## src/rtl/matrix_pkg.sv

```systemverilog
// matrix_pkg
// Shared definitions for the matrix iteration controller: datapath widths,
// beat counts for the coefficient and seed streams, and the sequencer's
// state encoding.
package matrix_pkg;

   localparam int COEF_W   = 5;
   localparam int X_W      = 32;
   localparam int XN_W     = 8;
   localparam int NUM_COEF = 9;
   localparam int NUM_SEED = 4;

   typedef enum logic [2:0] {
      ST_CFG,
      ST_SET,
      ST_SEED,
      ST_ARMED,
      ST_ISSUE,
      ST_WAIT
   } state_t;

endpackage

```

## src/rtl/xn_fifo.sv

```systemverilog
// xn_fifo
// Synchronous FIFO for the per-iteration output bytes. The head entry is
// held in a dedicated output register, so dout comes straight from a flop.
// Ports:
//   clk, rst_n      clock, asynchronous active-low reset
//   push, din       write request and data (ignored when full)
//   pop             read request (ignored when empty)
//   full, empty     registered occupancy flags
//   dout            registered head-of-queue data
module xn_fifo
   import matrix_pkg::*;
#(
   parameter int DEPTH = 4
) (
   input  logic            clk,
   input  logic            rst_n,
   input  logic            push,
   input  logic [XN_W-1:0] din,
   input  logic            pop,
   output logic            full,
   output logic            empty,
   output logic [XN_W-1:0] dout
);

   localparam int PTR_W = $clog2(DEPTH);

   logic [XN_W-1:0]  mem [DEPTH];
   logic [PTR_W-1:0] wr_ptr;
   logic [PTR_W-1:0] rd_ptr;
   logic [PTR_W:0]   count;
   logic [PTR_W:0]   count_nxt;
   logic             do_push;
   logic             do_pop;

   assign do_push = push && !full;
   assign do_pop  = pop && !empty;

   always_comb begin
      count_nxt = count;
      if (do_push && !do_pop) begin
         count_nxt = count + (PTR_W+1)'(1);
      end else if (do_pop && !do_push) begin
         count_nxt = count - (PTR_W+1)'(1);
      end
   end

   always_ff @(posedge clk) begin
      if (do_push) begin
         mem[wr_ptr] <= din;
      end
   end

   // The head register is refilled on a pop from the next stored entry, or
   // straight from din when the incoming byte becomes the new head.
   always_ff @(posedge clk or negedge rst_n) begin
      if (!rst_n) begin
         wr_ptr <= '0;
         rd_ptr <= '0;
         count  <= '0;
         full   <= 1'b0;
         empty  <= 1'b1;
         dout   <= '0;
      end else begin
         if (do_push) begin
            wr_ptr <= wr_ptr + PTR_W'(1);
         end
         if (do_pop) begin
            rd_ptr <= rd_ptr + PTR_W'(1);
         end
         count <= count_nxt;
         full  <= (count_nxt == (PTR_W+1)'(DEPTH));
         empty <= (count_nxt == '0);
         if (do_pop && (count > (PTR_W+1)'(1))) begin
            dout <= mem[rd_ptr + PTR_W'(1)];
         end else if (do_push && (empty || (do_pop && (count == (PTR_W+1)'(1))))) begin
            dout <= din;
         end
      end
   end

endmodule

```

## src/rtl/matrix_iter_ctrl.sv

```systemverilog
// matrix_iter_ctrl
// Sequencer for the 4x4 coupled-state matrix core. Loads nine coupling
// coefficients and four seed states, latches the coefficients into the core,
// then iterates the core a programmed number of times, feeding each result
// back as the next state and buffering every output byte.
// Ports:
//   clk, rst_n                        clock, asynchronous active-low reset
//   cfg_valid/cfg_ready/cfg_data      coefficient stream (e12..e34 order)
//   seed_valid/seed_ready/seed_data   seed stream (xp, xs, xl, xti order)
//   run, n_iter                       run request and iteration count
//   e12_o..e34_o, set_o               coefficients and latch pulse to core
//   start_o, xp_o..xti_o              iterate pulse and current state to core
//   core_done, xpn..xtin, xn          result strobe, next state, output byte
//   out_valid/out_ready/out_data      output byte stream
//   busy, run_done                    run in progress, final-capture pulse
module matrix_iter_ctrl
   import matrix_pkg::*;
#(
   parameter int ITER_W     = 16,
   parameter int FIFO_DEPTH = 4
) (
   input  logic              clk,
   input  logic              rst_n,
   input  logic              cfg_valid,
   output logic              cfg_ready,
   input  logic [COEF_W-1:0] cfg_data,
   input  logic              seed_valid,
   output logic              seed_ready,
   input  logic [X_W-1:0]    seed_data,
   input  logic              run,
   input  logic [ITER_W-1:0] n_iter,
   output logic [COEF_W-1:0] e12_o,
   output logic [COEF_W-1:0] e13_o,
   output logic [COEF_W-1:0] e14_o,
   output logic [COEF_W-1:0] e21_o,
   output logic [COEF_W-1:0] e23_o,
   output logic [COEF_W-1:0] e24_o,
   output logic [COEF_W-1:0] e31_o,
   output logic [COEF_W-1:0] e32_o,
   output logic [COEF_W-1:0] e34_o,
   output logic              set_o,
   output logic              start_o,
   output logic [X_W-1:0]    xp_o,
   output logic [X_W-1:0]    xs_o,
   output logic [X_W-1:0]    xl_o,
   output logic [X_W-1:0]    xti_o,
   input  logic              core_done,
   input  logic [X_W-1:0]    xpn,
   input  logic [X_W-1:0]    xsn,
   input  logic [X_W-1:0]    xln,
   input  logic [X_W-1:0]    xtin,
   input  logic [XN_W-1:0]   xn,
   output logic              out_valid,
   input  logic              out_ready,
   output logic [XN_W-1:0]   out_data,
   output logic              busy,
   output logic              run_done
);

   state_t              state;
   logic [COEF_W-1:0]   coef [NUM_COEF];
   logic [3:0]          cfg_idx;
   logic [1:0]          seed_idx;
   logic [ITER_W-1:0]   iter_left;
   logic                fifo_full;
   logic                fifo_empty;
   logic                fifo_push;

   assign e12_o = coef[0];
   assign e13_o = coef[1];
   assign e14_o = coef[2];
   assign e21_o = coef[3];
   assign e23_o = coef[4];
   assign e24_o = coef[5];
   assign e31_o = coef[6];
   assign e32_o = coef[7];
   assign e34_o = coef[8];

   // Handshake and strobe outputs are decodes of the state register. A start
   // is only issued while the FIFO has room, which guarantees space for the
   // single outstanding result.
   assign cfg_ready  = (state == ST_CFG);
   assign seed_ready = (state == ST_SEED);
   assign set_o      = (state == ST_SET);
   assign busy       = (state == ST_ISSUE) || (state == ST_WAIT);
   assign start_o    = (state == ST_ISSUE) && !fifo_full;
   assign fifo_push  = (state == ST_WAIT) && core_done;
   assign out_valid  = !fifo_empty;

   always_ff @(posedge clk or negedge rst_n) begin
      if (!rst_n) begin
         state     <= ST_CFG;
         cfg_idx   <= '0;
         seed_idx  <= '0;
         iter_left <= '0;
         xp_o      <= '0;
         xs_o      <= '0;
         xl_o      <= '0;
         xti_o     <= '0;
         run_done  <= 1'b0;
         for (int i = 0; i < NUM_COEF; i++) begin
            coef[i] <= '0;
         end
      end else begin
         run_done <= 1'b0;
         unique case (state)
            ST_CFG: begin
               if (cfg_valid) begin
                  coef[cfg_idx] <= cfg_data;
                  if (cfg_idx == 4'(NUM_COEF-1)) begin
                     cfg_idx <= '0;
                     state   <= ST_SET;
                  end else begin
                     cfg_idx <= cfg_idx + 4'd1;
                  end
               end
            end
            ST_SET: begin
               state <= ST_SEED;
            end
            ST_SEED: begin
               if (seed_valid) begin
                  unique case (seed_idx)
                     2'd0:    xp_o  <= seed_data;
                     2'd1:    xs_o  <= seed_data;
                     2'd2:    xl_o  <= seed_data;
                     default: xti_o <= seed_data;
                  endcase
                  seed_idx <= seed_idx + 2'd1;
                  if (seed_idx == 2'(NUM_SEED-1)) begin
                     state <= ST_ARMED;
                  end
               end
            end
            // A zero-length run request still takes priority and is
            // simply dropped, leaving the sequencer armed.
            ST_ARMED: begin
               if (run) begin
                  if (n_iter != '0) begin
                     iter_left <= n_iter;
                     state     <= ST_ISSUE;
                  end
               end else if (cfg_valid) begin
                  state <= ST_CFG;
               end else if (seed_valid) begin
                  state <= ST_SEED;
               end
            end
            ST_ISSUE: begin
               if (!fifo_full) begin
                  state <= ST_WAIT;
               end
            end
            ST_WAIT: begin
               if (core_done) begin
                  xp_o      <= xpn;
                  xs_o      <= xsn;
                  xl_o      <= xln;
                  xti_o     <= xtin;
                  iter_left <= iter_left - ITER_W'(1);
                  if (iter_left == ITER_W'(1)) begin
                     run_done <= 1'b1;
                     state    <= ST_ARMED;
                  end else begin
                     state <= ST_ISSUE;
                  end
               end
            end
            default: begin
               state <= ST_CFG;
            end
         endcase
      end
   end

   xn_fifo #(
      .DEPTH (FIFO_DEPTH)
   ) u_xn_fifo (
      .clk   (clk),
      .rst_n (rst_n),
      .push  (fifo_push),
      .din   (xn),
      .pop   (out_valid && out_ready),
      .full  (fifo_full),
      .empty (fifo_empty),
      .dout  (out_data)
   );

endmodule

```

## config.mk

```make
export PLATFORM = sky130hd
export DESIGN_NAME = matrix_iter_ctrl
export DESIGN_NICKNAME = d
export VERILOG_FILES = /design/src/rtl/matrix_pkg.sv /design/src/rtl/xn_fifo.sv /design/src/rtl/matrix_iter_ctrl.sv
export SDC_FILE = /design/constraint.sdc
export NUM_CORES = 1
export LEC_CHECK = 0
export ABC_CLOCK_PERIOD_IN_PS = 2009
export CAP_MARGIN = 15
export CORE_UTILIZATION = 41
export DETAILED_ROUTE_END_ITERATION = 12
export PLACE_DENSITY = 0.81
export SETUP_SLACK_MARGIN = 0.3
export SYNTH_ARGS = -nofsm -noshare
export SYNTH_HDL_FRONTEND = slang
export SYNTH_SLANG_ARGS = --single-unit
```

## constraint.sdc

```tcl
create_clock -name clk -period 2.01 [get_ports clk]
set_clock_uncertainty 0.05 [all_clocks]
set_input_delay 0.603 -clock clk [delete_from_list [all_inputs] [get_ports clk]]
set_output_delay 0.603 -clock clk [all_outputs]
set_load 0.01 [all_outputs]
```

==> impl_metrics.csv <==
group,metric,value,unit
floorplan,initial_utilization,0.422,
worst_setup_path,worst_r2r_startpoint,"state[1]$_DFFE_PN0P_",
synthesis,synth-edff-count,32,
finish,stdcell_count,1961,
finish,post_route_cells_drive_above_1_share,0.486,
power_and_ir_drop,switching_power_summed_over_all_nets,0.0118,W
synthesis,synth.lib_cells_used.distinct,60,
worst_setup_path,required,2.41,ns
worst_hold_path,class_of_the_most_critical_hold_timing_path,"in -> reg",
finish,final_cell_area,19600,sq um
flow_run,maxCapViolations,0,
place,place.gp.congestion,0.907,
clocking,clk_latency,0.54,ns
worst_setup_path,timing.critical_path.to_type,"flip-flop",
place,placed_area,16300,sq um
detailed_routing,antenna_violating_nets_post_route,0,
floorplan,placement_row_count,59,
sta,post-route-period-util,1.11,
synthesis,postSynth.topFlopCell,"sky130_fd_sc_hd__dfrtp_1",
detailed_routing,num_vias,11200,
synthesis,count_of_warnings_emitted_by_yosys,0,
global_route,grt_met2_usage,0.520,
synthesis,syn_area,11100,sq um
global_route,first_global_vias,11300,
global_route,grt_pass1_wl,64400,microns
clocking,cts.path.max_buffers,3,
place,placement.io_buffers,383,
clocking,tritoncts,"yes",
sta,setup_repair_after_global_routing_missed_its_margin,"true",
synthesis,postSynth.asyncResetShare,0.871,
global_route,use_met1,0.357,
outcome,status,"finished, violations left",
worst_setup_path,timing.critical_path.to,"xs_o[10]$_DFFE_PN0P_",
sta,layout_min_cycle_time,2.24,ns
worst_setup_path,critPathKind,"reg -> reg",
sta,maximum_operating_frequency,0.446,GHz
worst_setup_path,setup.worst_path.start,"state[1]$_DFFE_PN0P_",
floorplan,dieArea,27800,sq um
power_and_ir_drop,power.switching_fraction,0.385,
synthesis,ys_top_cells_by_area,"sky130_fd_sc_hd__dfrtp_1, sky130_fd_sc_hd__a21oi_1, sky130_fd_sc_hd__edfxtp_1, sky130_fd_sc_hd__mux2_2, sky130_fd_sc_hd__nor2_1",
clocking,cts-root-buf,"sky130_fd_sc_hd__clkbuf_16",
synthesis,synth_seq_cells,248,
global_route,antenna_found_initial,4,
power_and_ir_drop,share_clk_of_total_power,0.173,
global_route,gr-usage-all-layers,0.298,
worst_setup_path,timing.reg2reg.worst_path_depth,11,
detailed_routing,post_drt_wl_per_cell,24.3,microns
sta,timing.slew.headroom,0.684,
finish,filler_cell_count,1583,
sta,fin_ws,-0.231,ns
synthesis,yosysSeqAreaShare,0.572,
detailed_routing,detailedRoute.firstPassIterationCount,5,
power_and_ir_drop,power_frac_seq,0.298,
power_and_ir_drop,pwr_per_cell_area,1560,nW/um^2
clocking,count_of_h_tree_levels_built_during_cts,1,
floorplan,die-width,167,microns
global_route,grt_use_met3,0.0654,
global_route,grt.overflow.total,0,
worst_setup_path,r2r_setup_slack,-0.23,ns
sta,timing_worst_slew_pin_value,0.473,ns
power_and_ir_drop,combPwrFrac,0.529,
power_and_ir_drop,total_power,0.0305,W
detailed_routing,drt-vias-per-instance,5.73,
sta,timing_max_transition_violations_final,0,
outcome,violations_in_the_final_reports,"negative setup slack",
detailed_routing,drt_iter0_drc,827,
global_route,global_route.peak_usage_layer,"met2",
sta,finalSetupViolCount,181,
floorplan,design.portCount,384,
worst_setup_path,type_of_origin_of_the_critical_path,"flip-flop",
sta,hold_violations,0,
detailed_routing,wirelength,47600,microns
finish,final_layout_net_count,1817,
finish,area_growth,76.2,%
synthesis,postSynthNetCount,1247,
power_and_ir_drop,vdd_drop_max,0.00101,V
global_route,grt_max_degree,46,
power_and_ir_drop,cellLeakagePower,8.43,nW
floorplan,die_height,167,microns
clocking,clock_sink_count,248,
clocking,cts_inserted_buffers,28,
worst_setup_path,r2r_end,"xs_o[10]$_DFFE_PN0P_",
worst_setup_path,arrival_time_at_the_worst_endpoint,2.65,ns
detailed_routing,detailed_route_drc_error_count,0,
synthesis,syn_area_per_cell,10.8,sq um
clocking,worst_setup_hold_path_clk_slew,0.06,ns
synthesis,synthesized_instance_count,1034,
place,dp.cells,1786,
place,place.detailed.hpwl,26700,microns
synthesis,synthDominantAreaCellType,"sky130_fd_sc_hd__dfrtp_1",
synthesis,synth.top_cell.area_share,0.483,
worst_setup_path,critical_path.max_fanout,8,
floorplan,core_area,26400,sq um
power_and_ir_drop,p_int,0.0188,W
critical path: stages (launching register included):
cell                        delay (ns)
sky130_fd_sc_hd__dfrtp_1          0.41
sky130_fd_sc_hd__buf_6            0.15
sky130_fd_sc_hd__and2b_2          0.22
sky130_fd_sc_hd__nand2b_4         0.08
sky130_fd_sc_hd__inv_4            0.04
sky130_fd_sc_hd__buf_6            0.10
sky130_fd_sc_hd__buf_6            0.10
sky130_fd_sc_hd__a22o_4           0.27
sky130_fd_sc_hd__o21a_4           0.23
sky130_fd_sc_hd__buf_12           0.18
sky130_fd_sc_hd__clkbuf_16        0.17
sky130_fd_sc_hd__a21oi_2          0.13
sequential cells by signal, indices dropped and copies added, names as in the netlist, 3 cells and up:
register / cells
u_xn_fifo.mem: 32
xl_o: 32
xp_o: 32
xs_o: 32
xti_o: 32
iter_left: 16
u_xn_fifo.dout: 8
e12_o: 5
e13_o: 5
e14_o: 5
e21_o: 5
e23_o: 5
e24_o: 5
e31_o: 5
e32_o: 5
e34_o: 5
cfg_idx: 4
state: 3
u_xn_fifo.count: 3
synthesized netlist by cell type (2+ instances only):
master,instances
sky130_fd_sc_hd__edfxtp_1,32
sky130_fd_sc_hd__or3_1,2
sky130_fd_sc_hd__o22a_1,4
sky130_fd_sc_hd__o21ba_2,2
sky130_fd_sc_hd__dfrtp_1,215
sky130_fd_sc_hd__buf_2,26
sky130_fd_sc_hd__nor2_1,160
sky130_fd_sc_hd__nand2b_1,2
sky130_fd_sc_hd__nand3_1,5
sky130_fd_sc_hd__nor3_1,6
sky130_fd_sc_hd__a31oi_1,3
sky130_fd_sc_hd__o21ai_0,20
sky130_fd_sc_hd__a22oi_1,5
sky130_fd_sc_hd__o21a_1,6
sky130_fd_sc_hd__a21o_1,2
sky130_fd_sc_hd__nor2b_1,36
sky130_fd_sc_hd__nor3_2,2
sky130_fd_sc_hd__mux4_2,8
sky130_fd_sc_hd__o211ai_1,4
sky130_fd_sc_hd__xnor2_1,6
sky130_fd_sc_hd__nand2_1,18
sky130_fd_sc_hd__nor4b_1,2
sky130_fd_sc_hd__clkbuf_1,20
sky130_fd_sc_hd__and3_1,6
sky130_fd_sc_hd__o21ai_1,2
sky130_fd_sc_hd__nor3b_1,4
sky130_fd_sc_hd__nand4_1,3
sky130_fd_sc_hd__ha_1,17
sky130_fd_sc_hd__buf_6,18
sky130_fd_sc_hd__inv_1,13
sky130_fd_sc_hd__nor3b_2,2
sky130_fd_sc_hd__and2_1,9
sky130_fd_sc_hd__nor4_1,9
sky130_fd_sc_hd__a2bb2oi_1,3
sky130_fd_sc_hd__mux2_2,65
sky130_fd_sc_hd__nand2_2,2
sky130_fd_sc_hd__o22ai_1,2
sky130_fd_sc_hd__nand3b_1,3
sky130_fd_sc_hd__a21oi_1,269
worst min-delay path by stage:
stage	from	end	slack (ns)	cells after the start
after CTS	e23_o[0]$_DFFE_PN0P_	e23_o[0]$_DFFE_PN0P_	0.46	1
after global placement	e24_o[1]$_DFFE_PN0P_	e24_o[1]$_DFFE_PN0P_	0.44	1
after global routing	n_iter[6]	iter_left[6]$_DFFE_PN0P_	0.47	3
final	n_iter[6]	iter_left[6]$_DFFE_PN0P_	0.42	3
after detailed placement	e23_o[2]$_DFFE_PN0P_	e23_o[2]$_DFFE_PN0P_	0.44	1
after floorplan	rst_n	cfg_idx[0]$_DFFE_PN0P_	0.26	0
what timing repair did:
item | in CTS | in global routing
buffers inserted | 70 | 19
pin swaps | 20 | 31
endpoints found under the hold margin | 33 | 0
gates resized for setup | 984 | 243
hold buffers | 1 | 0
gates cloned | 17 | 16
endpoints found under the setup margin | 426 | 429
cells in the final DEF (no fill, tap or decap), types with 5 or more instances in the layout:
master                            instances
sky130_fd_sc_hd__nor2b_1                 25
sky130_fd_sc_hd__xnor2_1                  5
sky130_fd_sc_hd__mux4_2                   8
sky130_fd_sc_hd__mux2_4                  39
sky130_fd_sc_hd__o21ai_1                 10
sky130_fd_sc_hd__inv_2                    5
sky130_fd_sc_hd__mux2_2                  27
sky130_fd_sc_hd__clkbuf_1                 5
sky130_fd_sc_hd__nor3_1                   5
sky130_fd_sc_hd__buf_6                   88
sky130_fd_sc_hd__a21oi_1                200
sky130_fd_sc_hd__dlygate4sd2_1            8
sky130_fd_sc_hd__buf_2                  121
sky130_fd_sc_hd__buf_16                  16
sky130_fd_sc_hd__nor4_4                   5
sky130_fd_sc_hd__buf_12                  26
sky130_fd_sc_hd__buf_8                    5
sky130_fd_sc_hd__o21ai_0                  6
sky130_fd_sc_hd__ha_1                    14
sky130_fd_sc_hd__nor2_1                  55
sky130_fd_sc_hd__clkbuf_16               44
sky130_fd_sc_hd__and2_1                   6
sky130_fd_sc_hd__o21ai_2                  6
sky130_fd_sc_hd__nor2b_2                 11
sky130_fd_sc_hd__buf_4                  140
sky130_fd_sc_hd__nor2_2                  35
sky130_fd_sc_hd__clkbuf_8                 7
sky130_fd_sc_hd__edfxtp_1                32
sky130_fd_sc_hd__nor2_4                  70
sky130_fd_sc_hd__clkdlybuf4s50_1        180
sky130_fd_sc_hd__dfrtp_1                211
sky130_fd_sc_hd__nand2_1                 12
sky130_fd_sc_hd__dlymetal6s2s_1           6
sky130_fd_sc_hd__a21oi_2                 65
sky130_fd_sc_hd__inv_1                    7
power by group through the flow:
| stage | clock, W | combinational, W | sequential (W) |
|---|---|---|---|
| 2_1_floorplan | 0 | 0.00503 | 0.00911 |
| 3_3_place_gp | 0 | 0.0111 | 0.00850 |
| 3_5_place_dp | 0 | 0.0115 | 0.00859 |
| 4_1_cts | 0.00531 | 0.0133 | 0.00865 |
| 5_1_grt | 0.00554 | 0.0170 | 0.00932 |
| 6_report | 0.00529 | 0.0161 | 0.00909 |
area by class of cell:
type                       count  area (sq um)  share of cell area
clock buffer                  43           891              0.0454
clock inverter                 7          66.3             0.00338
sequential                   248          6370               0.325
antenna                        2          5.00            0.000255
multi-input combinational    707          5810               0.296
inverter                      14          57.6             0.00293
tap                          335           419              0.0214
timing repair buffer         605          6000               0.306
cell families after synthesis:
group	Yosys count	share of synthesized area
AO/OA/AOI/OAI	330	0.159
buffers and inverters	79	0.0417
AND/OR/NAND/NOR	280	0.121
multiplexers	74	0.0829
XOR/XNOR	6	0.00472
adder cells (fa/ha/maj)	17	0.0191
flip-flops	248	0.572
metal layers:
metal  share of wire  wire length [microns]  vias up
li1                -                      -     4795
met1            0.36                  17200     5594
met2            0.50                  23800      633
met3           0.081                   3880      203
met4           0.057                   2730        4
met5         0.00055                     26        -
through the flow:
step	utilization	worst slack [ns]	setup TNS, ns	hold slack (ns)
floorplan	-	0.184	0	0.257
global placement	0.618	-0.460	-48.71	0.438
detailed placement	0.618	-0.518	-55.32	0.445
CTS	0.690	-0.190	-5.96	0.456
global route	0.744	-0.271	-32.58	0.466
finish	0.744	-0.231	-22.51	0.419
No activity file was read; power rests on OpenSTA's default activity.
